File: src/rtl/complex_mult_scoreboard.sv
// In-order checking scoreboard for a complex multiplier: predicts {re, im} on every operand
// handshake, queues it, and compares each accepted result against the oldest prediction.
module complex_mult_scoreboard #(
  parameter int DATA_WIDTH = 8,
  parameter int DEPTH      = 4,
  parameter bit SIGNED     = 1'b0,
  parameter int CNT_WIDTH  = 16
) (
  input  logic                    clk,
  input  logic                    sw_rst,
  input  logic                    op_val,
  input  logic                    op_ready,
  input  logic [4*DATA_WIDTH-1:0] op_data,
  input  logic                    res_val,
  input  logic                    res_ready,
  input  logic [4*DATA_WIDTH-1:0] res_data,
  output logic                    chk_pass,
  output logic                    chk_fail,
  output logic                    fail_re,
  output logic                    fail_im,
  output logic [CNT_WIDTH-1:0]    pass_cnt,
  output logic [CNT_WIDTH-1:0]    fail_cnt,
  output logic [$clog2(DEPTH):0]  pending,
  output logic                    err_overflow,
  output logic                    err_orphan
);
  localparam int W      = DATA_WIDTH;
  localparam int PW     = 2*DATA_WIDTH;
  localparam int AW     = $clog2(DEPTH);
  localparam int PEND_W = AW + 1;

  typedef struct packed {
    logic [PW-1:0] re;
    logic [PW-1:0] im;
  } cplx_t;

  function automatic logic [PW-1:0] ext(input logic [W-1:0] v);
    ext = SIGNED ? {{W{v[W-1]}}, v} : {{W{1'b0}}, v};
  endfunction

  logic          ops_hs, res_hs, pop, push, orphan, full, empty;
  logic [PW-1:0] a, b, c, d;
  cplx_t         pred, head, res;
  cplx_t         mem [DEPTH];
  logic [AW-1:0] wr_ptr, rd_ptr;

  assign ops_hs = op_val & op_ready;
  assign res_hs = res_val & res_ready;
  assign full   = (pending == PEND_W'(DEPTH));
  assign empty  = (pending == '0);
  assign pop    = res_hs & ~empty;
  assign orphan = res_hs & empty;
  // A pop in the same cycle frees the slot, so a full FIFO still accepts the push.
  assign push   = ops_hs & (~full | pop);

  assign a = ext(op_data[4*W-1:3*W]);
  assign b = ext(op_data[3*W-1:2*W]);
  assign c = ext(op_data[2*W-1:W]);
  assign d = ext(op_data[W-1:0]);

  // Operands widened to 2W up front so products and sum/difference all wrap mod 2^(2W).
  assign pred.re = a*c - b*d;
  assign pred.im = a*d + b*c;

  assign head = mem[rd_ptr];
  assign res  = cplx_t'(res_data);

  always_ff @(posedge clk) begin
    if (push) mem[wr_ptr] <= pred;
  end

  always_ff @(posedge clk) begin
    if (sw_rst) begin
      wr_ptr       <= '0;
      rd_ptr       <= '0;
      pending      <= '0;
      chk_pass     <= 1'b0;
      chk_fail     <= 1'b0;
      fail_re      <= 1'b0;
      fail_im      <= 1'b0;
      pass_cnt     <= '0;
      fail_cnt     <= '0;
      err_overflow <= 1'b0;
      err_orphan   <= 1'b0;
    end else begin
      if (push) wr_ptr <= wr_ptr + AW'(1);
      if (pop)  rd_ptr <= rd_ptr + AW'(1);
      if (push && !pop)      pending <= pending + PEND_W'(1);
      else if (pop && !push) pending <= pending - PEND_W'(1);

      chk_pass <= pop & (head == res);
      chk_fail <= orphan | (pop & (head != res));
      fail_re  <= orphan | (pop & (head.re != res.re));
      fail_im  <= orphan | (pop & (head.im != res.im));

      // Counters follow the registered pulses and stick at all-ones.
      if (chk_pass && pass_cnt != '1) pass_cnt <= pass_cnt + CNT_WIDTH'(1);
      if (chk_fail && fail_cnt != '1) fail_cnt <= fail_cnt + CNT_WIDTH'(1);

      if (ops_hs && full && !pop) err_overflow <= 1'b1;
      if (orphan)                 err_orphan   <= 1'b1;
    end
  end
endmodule

File: config.mk
export PLATFORM = sky130hd
export DESIGN_NAME = complex_mult_scoreboard
export DESIGN_NICKNAME = d
export VERILOG_FILES = /design/src/rtl/complex_mult_scoreboard.sv
export SDC_FILE = /design/constraint.sdc
export NUM_CORES = 1
export LEC_CHECK = 0
export BUFFER_PORTS_ARGS = -buffer_cell sky130_fd_sc_hd__buf_2
export CAP_MARGIN = 25
export CORE_MARGIN = 5
export CORE_UTILIZATION = 39
export CTS_BUF_LIST = sky130_fd_sc_hd__clkbuf_4 sky130_fd_sc_hd__clkbuf_8
export CTS_CLUSTER_DIAMETER = 200
export CTS_CLUSTER_SIZE = 14
export DETAILED_ROUTE_END_ITERATION = 16
export HOLD_SLACK_MARGIN = 0.06
export PLACE_DENSITY = 0.66
export SLEW_MARGIN = 25
export SYNTH_ARGS = -nofsm -noshare
export SYNTH_HDL_FRONTEND = slang
export SYNTH_SLANG_ARGS = --single-unit
File: constraint.sdc
create_clock -name clk -period 7.2 [get_ports clk]
set_input_delay 1.44 -clock clk [delete_from_list [all_inputs] [get_ports clk]]
set_output_delay 1.44 -clock clk [all_outputs]
set_load 0.05 [all_outputs]
# Word-level counts from Yosys, hierarchy flattened
# Memories as Yosys holds them, arrays and structs flattened. A register that Yosys moved wholly into a read port is not among the register bits.
# Cells that the tools add are included.
[totals]
memories = 1
ramBits = 128
input_bits = 70
wordCells = 62
regBits = 45
out_inout_bits = 41
[op_classes]
n_reduce_logical = 10
bitwise = 15
n_eq_ne = 7
multipliers = 4
n_addsub = 8
n_mux = 6
[mem_list]
columns = ["name", "words", "word_bits", "rd", "rd_clocked_by_memory_dff", "wr", "line", "rtl"]
rows = [
  ["mem", 4, 32, 1, 1, 1, "44", "cplx_t mem [DEPTH];"],
]
[ops]
columns = ["op", "count"]
rows = [
  ["$mul A8 B8 Y16", 4],
  ["$add A16 B1 Y16 const B", 2],
  ["$eq A32 B32 Y1", 1],
  ["$ne A16 B16 Y1", 2],
  ["$ne A16 B16 Y1 const B", 2],
  ["$ne A32 B32 Y1", 1],
  ["$add A16 B16 Y16", 1],
  ["$sub A16 B16 Y16", 1],
  ["$and A1 B1 Y1", 9],
  ["$logic_and A1 B1 Y1", 6],
  ["$mux W3", 2],
  ["$add A2 B1 Y2 const B", 2],
  ["$mux W2", 2],
  ["$or A1 B1 Y1", 4],
  ["$add A3 B1 Y3 const B", 1],
  ["$eq A3 B3 Y1 const B", 1],
  ["$logic_not A3 Y1", 1],
  ["$sub A3 B1 Y3 const B", 1],
  ["$logic_not A1 Y1", 2],
  ["$mux W1", 2],
  ["$not A1 Y1", 2],
  ["$reduce_bool A2 Y1", 1],
]

# Depth between registers and ports, before layout
# Gate-level depths: netlist of run 1.
[depth]
word_depth = 9
ltp_mapped = 21
depth_no_buf = 20

# Worst setup path after synthesis of run 1
# OpenSTA, ideal clock, no wires.
[synth_timing]
path_type = "input to register"
from = "in op_data[28]"
to = "mem mem[0][28] (netlist bit), data pin"
setup_ns = 0.230
path_slack_ns = 0.578
arrival_ns = 6.392
path_stages = 19
t_required_ns = 6.970
path_buffers = 1
cell_sequence = "clkbuf_1 -> nand2_1 -> fa_1 -> inv_1 -> ha_1 -> inv_1 -> fa_1 -> inv_1 -> fa_1 -> inv_1 -> fa_1 -> inv_1 -> fa_1 -> ha_1 -> a21oi_1 -> o21bai_1 -> a2111oi_0 -> nor2_1 -> o311ai_1"
[synth_rtl]
columns = ["item", "line", "rtl"]
rows = [
  ["from (decl)", "13", "input logic [4*DATA_WIDTH-1:0] op_data,"],
  ["to (decl)", "44", ""],
]

==> metrics, run 1 <==
Slew Viols, Final=0; Clock Skew=21.23 ps; total negative slack=0 ps; unrepaired setup endpoints after global routing=false; Final Cycle Share=0.9007; DRC=0; outcome=complete, no violations; Warnings, synthesis=0; grt total ovfl=0; gpl congestion=0.8432; register area share after synthesis=0.3003; row cnt=74; Peak Freq=154.2 MHz; number of synthesized register bits=175; CP startpoint kind=input pin; Layout Nets=1966; first-pass GRT wire length=56190 um; Synth area leaders=fa_1 (25%), edfxtp_1 (24%), ha_1 (10%), inv_1 (6.8%), and2_1 (6.0%); TritonCTS clock tree=done; setup bufs post-CTS=0; setup violators final=0; Slew headroom=0.4616; drt initial violations=532; # fillers=3847; fin crit period=6485 ps; htree depth=4; # resized after CTS=0; Crit. Startpoint=op_data[9]; most frequent cells in the layout=inv_1 (290), fa_1 (195), and2_1 (152); count of input and output buffers=110; Worst Path Arrival=6670 ps; Storage cell area=0.004786 mm2; DP Worst Slack=252.0 ps; DRT Pass-1 Iters=5; root buffer cell=clkbuf_8; asr flop ratio synth=0; number of max-cap violations=0; Syn Area/Cell=10.75 um2; # hold bufs at CTS=0; area of the multi-input gates=0.009849 mm2; worst slew pin tran=807.6 ps; final worst slack=715.2 ps; Bufs on Longest Clock Path=2; # diodes=0; Clock Sinks=175; area leader, netlist=fa_1; commonest non-fill, non-tap cell in the layout=inv_1; post-synth top area share=0.2451; Die Ht=212.1 um; DRT Wirelength=33530 um; DRT antenna net count=0; Skew-Pair Late Insertion Delay=460 ps; Critical Path Sink Type=flip-flop; post-DP HPWL=25710 um; I/O pins=111; syn_nets=1880; CP Class=input pin to flip-flop; via count=10450; critical hold path startpoint=pass_cnt[8]$_SDFFE_PP0P_; Area Overhead vs Synth=9.158%; Post-Syn Instances=1482; Yosys cell types=53; largest net degree at the start of global routing=47; share of post-route cells with drive strength above 1=0.1157; Hold Fails Final Rpt=0; drt wl/cell=15.87 um; die area=0.04499 mm2; Reg clk slew, reported paths=100 ps; HP Class=flip-flop to flip-flop; GRT Overall Usage=0.1551; initial antenna violation count=3; worst-path maximum fanout=16; CTS Buf Count=17; EDFF count, synth=128; vias in the first global route=11170; post-synthesis cell area=0.01593 mm2; Crit path required time=7390 ps; DIE WIDTH=212.1 um; core area=0.04065 mm2; initial core utilization=0.3919; Vias/cell=4.947; Top FF cell, synth=edfxtp_1
metal layers:
metal  global-route usage  routed length (um)  vias up
met5                    0                  21        -
met4              0.03221                 425        4
li1                     -                   -     4906
met2               0.2727               16520      258
met1               0.2074               14760     5252
met3              0.01977                1800       32
worst max-delay path, cell delays in order:
cell and delay [ps]:
buf_2 280, nand2_1 130, fa_1 550, inv_1 40
ha_1 260, inv_1 50, fa_1 500, inv_1 60
fa_1 530, inv_1 50, fa_1 480, inv_1 50
fa_1 430, ha_1 320, a21oi_1 220, o21bai_1 120
a2111oi_0 430, buf_4 190, nor2_1 60, o311ai_1 490
cell usage after synthesis (4+ instances only):
cell type,count
xor2_1,27
nor3_1,8
a21o_1,5
fa_1,195
nor2_1,41
nand2_1,132
o21bai_1,9
and2_1,152
and3_1,13
o21ai_0,20
or3_1,13
xnor2_1,62
mux2i_1,12
a21oi_1,34
nand3_1,19
clkbuf_1,46
buf_2,4
ha_1,133
mux4_2,27
inv_1,290
edfxtp_1,128
nand4_1,19
dfxtp_1,47
nor4_1,4
final timing paths:
path	endpoint	slack, ps	depth (start not counted)
max	mem[2][28]$_DFFE_PP_	720	20
min	pass_cnt[8]$_SDFFE_PP0P_	500	2
max reg2reg	chk_pass$_SDFF_PP0_	4220	7
min reg2reg	pass_cnt[8]$_SDFFE_PP0P_	500	2
state kept, by name, indices dropped and copies added (netlist names), named ones only:
signal / count
pass_cnt: 16
err_orphan: 1
err_overflow: 1
mem: 128
rd_ptr: 2
fail_re: 1
chk_pass: 1
fail_cnt: 16
wr_ptr: 2
chk_fail: 1
pending: 3
fail_im: 1
cells by family after synthesis:
kind of cell,synth area share
adder cells (fa/ha/maj),0.3495
flip-flops,0.3003
AO/OA/AOI/OAI,0.03715
XOR/XNOR,0.04893
AND/OR/NAND/NOR,0.1353
multiplexers,0.04736
buffers and inverters,0.08137
area by class of cell:
class	instances	share of cell area
clock inverter	15	0.008490
clock buffer	17	0.01346
tap	532	0.03828
timing repair buffer	119	0.03554
inverter	290	0.06260
sequential	175	0.2752
multi-input combinational	965	0.5664
per-stage QoR:
step | util | area (um2) | hold slack, ps | instances
finish | 0.4278 | 17390 | 500.8 | 2113
global route | 0.4278 | 17390 | 561.6 | 2113
CTS | 0.4278 | 17390 | 504.0 | 2113
detailed placement | 0.4184 | 17010 | 488.2 | 2081
global placement | 0.4184 | 17010 | 443.2 | 2081
floorplan | - | 15930 | 484.7 | 1482
Power of run 1 is left out: the tool's default activity adds up to more than one toggle a clock period on the data nets, which glitch-free logic cannot reach.
==> inputs of run 2 (changes only) <==
--- a/config.mk
+++ b/config.mk
@@ -7,9 +7,8 @@
 export LEC_CHECK = 0
 export BUFFER_PORTS_ARGS = -buffer_cell sky130_fd_sc_hd__buf_2
 export CAP_MARGIN = 25
-export CORE_MARGIN = 5
 export CORE_UTILIZATION = 39
-export CTS_BUF_LIST = sky130_fd_sc_hd__clkbuf_4 sky130_fd_sc_hd__clkbuf_8
+export CTS_BUF_LIST = sky130_fd_sc_hd__clkbuf_8 sky130_fd_sc_hd__clkbuf_16
 export CTS_CLUSTER_DIAMETER = 200
 export CTS_CLUSTER_SIZE = 14
 export DETAILED_ROUTE_END_ITERATION = 16
==> metrics, run 2 (synthesized netlist as in run 1, its figures left out) <==
outcome=complete, no violations; Vias/cell=4.963; Reg with most FFs=mem; gpl congestion=0.8281; Bufs on Longest Clock Path=2; setup violators final=0; worst slew pin tran=836.2 ps; setup bufs post-CTS=0; via count=10460; Die Ht=204.1 um; htree depth=4; Final Cycle Share=0.9148; DRT Pass-1 Iters=5; Worst Path Arrival=6730 ps; root buffer cell=clkbuf_16; first-pass GRT wire length=54890 um; # hold bufs at CTS=0; grt total ovfl=0; max FFs per register=128; I/O pins=111; die area=0.04166 mm2; Critical Path Sink Type=flip-flop; DIE WIDTH=204.1 um; crit path cell chain=buf_2 -> nand2_1 -> fa_1 -> inv_1 -> ha_1 -> inv_1 -> fa_1 -> inv_1 -> fa_1 -> inv_1 -> fa_1 -> inv_1 -> fa_1 -> ha_1 -> a21oi_1 -> o21bai_1 -> a2111oi_0 -> buf_4 -> nor2_1 -> o311ai_1; most frequent cells in the layout=inv_1 (291), fa_1 (195), and2_1 (152); DRT Wirelength=32930 um; # fillers=3802; core area=0.04001 mm2; DP Worst Slack=209.5 ps; Layout Nets=1967; row cnt=73; Slew Viols, Final=0; Reg clk slew, reported paths=80 ps; Slew headroom=0.4426; DRT antenna net count=0; slowest library cell on the worst path=fa_1; initial antenna violation count=0; largest net degree at the start of global routing=47; drt wl/cell=15.63 um; Crit. Startpoint=op_data[10]; Area Overhead vs Synth=10.31%; post-DP HPWL=25220 um; CP startpoint kind=input pin; number of buffers and inverters on the critical path=7; critical hold path startpoint=err_overflow$_SDFFE_PP0P_; Clock Skew=14.54 ps; Crit path required time=7340 ps; slowest cell delay on critical path=540 ps; drt initial violations=646; count of input and output buffers=110; commonest non-fill, non-tap cell in the layout=inv_1; total negative slack=0 ps; final worst slack=613.6 ps; DRC=0; CP Class=input pin to flip-flop; initial core utilization=0.3982; HP Class=flip-flop to flip-flop; GRT Overall Usage=0.1670; final core area utilization=0.4393; TritonCTS clock tree=done; CTS Buf Count=17; Hold Fails Final Rpt=0; # diodes=0; # resized after CTS=0; Clock Sinks=175; number of max-cap violations=0; fin crit period=6586 ps; vias in the first global route=10670; Peak Freq=151.8 MHz; critical path's top delay family=adder cells; hold slack=478.3 ps; largest registers=mem: 128 flops, fail_cnt: 16 flops, pass_cnt: 16 flops; Skew-Pair Late Insertion Delay=420 ps; share of post-route cells with drive strength above 1=0.1157; unrepaired setup endpoints after global routing=false; worst-path maximum fanout=16
-- run 2: changes by cell type in the layout (fill, tap and decap cells not counted) --
cell        previous run  this run
inv_8                  4         5
clkinv_4               3         2
inv_1                290       291
clkinv_8               2         1
clkinvlp_2             1         0
clkbuf_16              0        17
buf_4                  9        10
inv_6                  4         5
clkbuf_8              17         0
-- run 2: layer usage --
layer  up-vias  global-route usage  share of wire
met4         0             0.03865          0.012
met1      5256              0.2292           0.45
met3        27             0.01993          0.047
met2       266              0.2816           0.49
li1       4909                   -              -
met5         -                   0              0
-- run 2: worst paths after layout --
kind	cells after the start	slack (ps)	endpoint
max reg2reg	7	4310	chk_pass$_SDFF_PP0_
max	20	610	mem[2][28]$_DFFE_PP_
min reg2reg	2	480	err_overflow$_SDFFE_PP0P_
min	2	480	err_overflow$_SDFFE_PP0P_
-- run 2: tightest hold or removal path, stage by stage, from the launching register on --
cell and delay, ps:
dfxtp_1 330, a31oi_1 40, nor2_1 70
-- run 2: metrics by stage --
step	area [um2]	cells
2_1_floorplan	15930	1482
3_3_place_gp	17010	2075
3_5_place_dp	17010	2075
4_1_cts	17570	2107
5_1_grt	17570	2107
6_report	17570	2107
-- run 2: final cells by class --
class	count	area, um2	share of cell area
timing repair buffer	120	625.6	0.03560
sequential	175	4786	0.2723
tap	525	656.9	0.03738
inverter	290	1089	0.06194
clock inverter	15	141.4	0.008046
multi-input combinational	965	9849	0.5605
clock buffer	17	425.4	0.02421
Power of run 2 is left out for the same reason.
==> inputs of run 3 (changes only) <==
--- a/config.mk
+++ b/config.mk
@@ -6,7 +6,8 @@
 export NUM_CORES = 1
 export LEC_CHECK = 0
 export BUFFER_PORTS_ARGS = -buffer_cell sky130_fd_sc_hd__buf_2
-export CAP_MARGIN = 25
+export CAP_MARGIN = 20
+export CORE_MARGIN = 3
 export CORE_UTILIZATION = 39
 export CTS_BUF_LIST = sky130_fd_sc_hd__clkbuf_8 sky130_fd_sc_hd__clkbuf_16
 export CTS_CLUSTER_DIAMETER = 200
==> constraint.sdc (replaced) <==
create_clock -name clk -period 6.4 [get_ports clk]
set_input_delay 1.28 -clock clk [delete_from_list [all_inputs] [get_ports clk]]
set_output_delay 1.28 -clock clk [all_outputs]
set_load 0.05 [all_outputs]
==> metrics, run 3 (synthesized netlist as in run 1, its figures left out) <==
outcome=complete, no violations; CP startpoint kind=input pin; number of max-cap violations=0; count of input and output buffers=110; die area=0.04331 mm2; # diodes=0; Worst Hold Path Cells=2; Die Ht=208.1 um; CTS Buf Count=17; max FFs per register=128; Clock Skew=13.92 ps; Worst Path Arrival=6350 ps; drt initial violations=671; share of post-route cells with drive strength above 1=0.1587; Area Overhead vs Synth=14.58%; commonest non-fill, non-tap cell in the layout=inv_1; placed insts=2156; # hold bufs at CTS=0; DRT Wirelength=33380 um; Final Cycle Share=0.9541; Peak Freq=163.8 MHz; CP Class=input pin to flip-flop; Bufs on Longest Clock Path=2; core area=0.04001 mm2; drt wl/cell=15.25 um; GRT Overall Usage=0.1603; R2R depth=7; Layout Nets=2048; final worst slack=293.8 ps; DRC=0; largest registers=mem: 128 flops, fail_cnt: 16 flops, pass_cnt: 16 flops; first-pass GRT wire length=56790 um; Crit path required time=6650 ps; setup bufs post-CTS=0; Clock Sinks=175; initial antenna violation count=0; hold slack=481.4 ps; fin cells=2188; unrepaired setup endpoints after global routing=false; via count=10720; grt total ovfl=0; root buffer cell=clkbuf_16; Skew-Pair Late Insertion Delay=420 ps; # resized after CTS=0; DIE WIDTH=208.1 um; DRT Pass-1 Iters=5; Crit. Startpoint=op_data[29]; I/O pins=111; Reg clk slew, reported paths=70 ps; Critical Path Sink Type=flip-flop; Slew Viols, Final=0; row cnt=73; initial core utilization=0.3982; htree depth=4; worst slew pin tran=803.8 ps; most frequent cells in the layout=inv_1 (292), fa_1 (195), and2_1 (152); Hold Fails Final Rpt=0; Reg with most FFs=mem; critical hold path startpoint=err_overflow$_SDFFE_PP0P_; Vias/cell=4.898; post-DP HPWL=26620 um; TritonCTS clock tree=done; fin crit period=6106 ps; DP Worst Slack=-104.9 ps; Slew headroom=0.4641; gpl congestion=0.8507; vias in the first global route=11360; setup violators final=0; HP Class=flip-flop to flip-flop; largest net degree at the start of global routing=47; DRT antenna net count=0; worst-path maximum fanout=13
[run 3: worst paths after layout]
path                                     to  slack, ps
setup / recovery       mem[1][15]$_DFFE_PP_        290
hold / removal    err_overflow$_SDFFE_PP0P_        480
setup reg to reg        chk_pass$_SDFF_PP0_       3500
hold reg to reg   err_overflow$_SDFFE_PP0P_        480
[run 3: through the flow]
step / TNS (ps) / instance area (um2) / util
final: 0 / 18250 / 0.4562
after global routing: 0 / 18250 / 0.4562
after CTS: 0 / 18250 / 0.4562
after detailed placement: -2345 / 17640 / 0.4410
after global placement: -357.2 / 17640 / 0.4410
after floorplan: 0 / 15930 / -
[run 3: area by class of cell]
class,count,area [um2]
fillers,3773,21750
repair buffers,201,1259
multi-input cells,965,9851
well taps,525,656.9
inverters,290,1089
clock inverters,11,86.33
clock buffers,21,525.5
flip-flops and latches,175,4786
[run 3: critical path, stage by stage]
cell,delay (ps)
buf_2,290
nand2_1,120
fa_1,500
fa_1,540
inv_1,50
fa_1,480
fa_1,450
fa_1,510
inv_1,50
fa_1,470
inv_1,40
ha_1,280
a21oi_1,220
o211ai_1,210
and3b_1,230
or3b_2,460
nand3_1,180
[run 3: layer usage]
layer,track usage,vias to the layer above,share of wire
met5,0,-,0
met4,0.03929,0,0.016
met3,0.02488,37,0.047
met2,0.2686,255,0.48
met1,0.2199,5344,0.45
li1,-,5081,-
Power of run 3 is left out for the same reason.
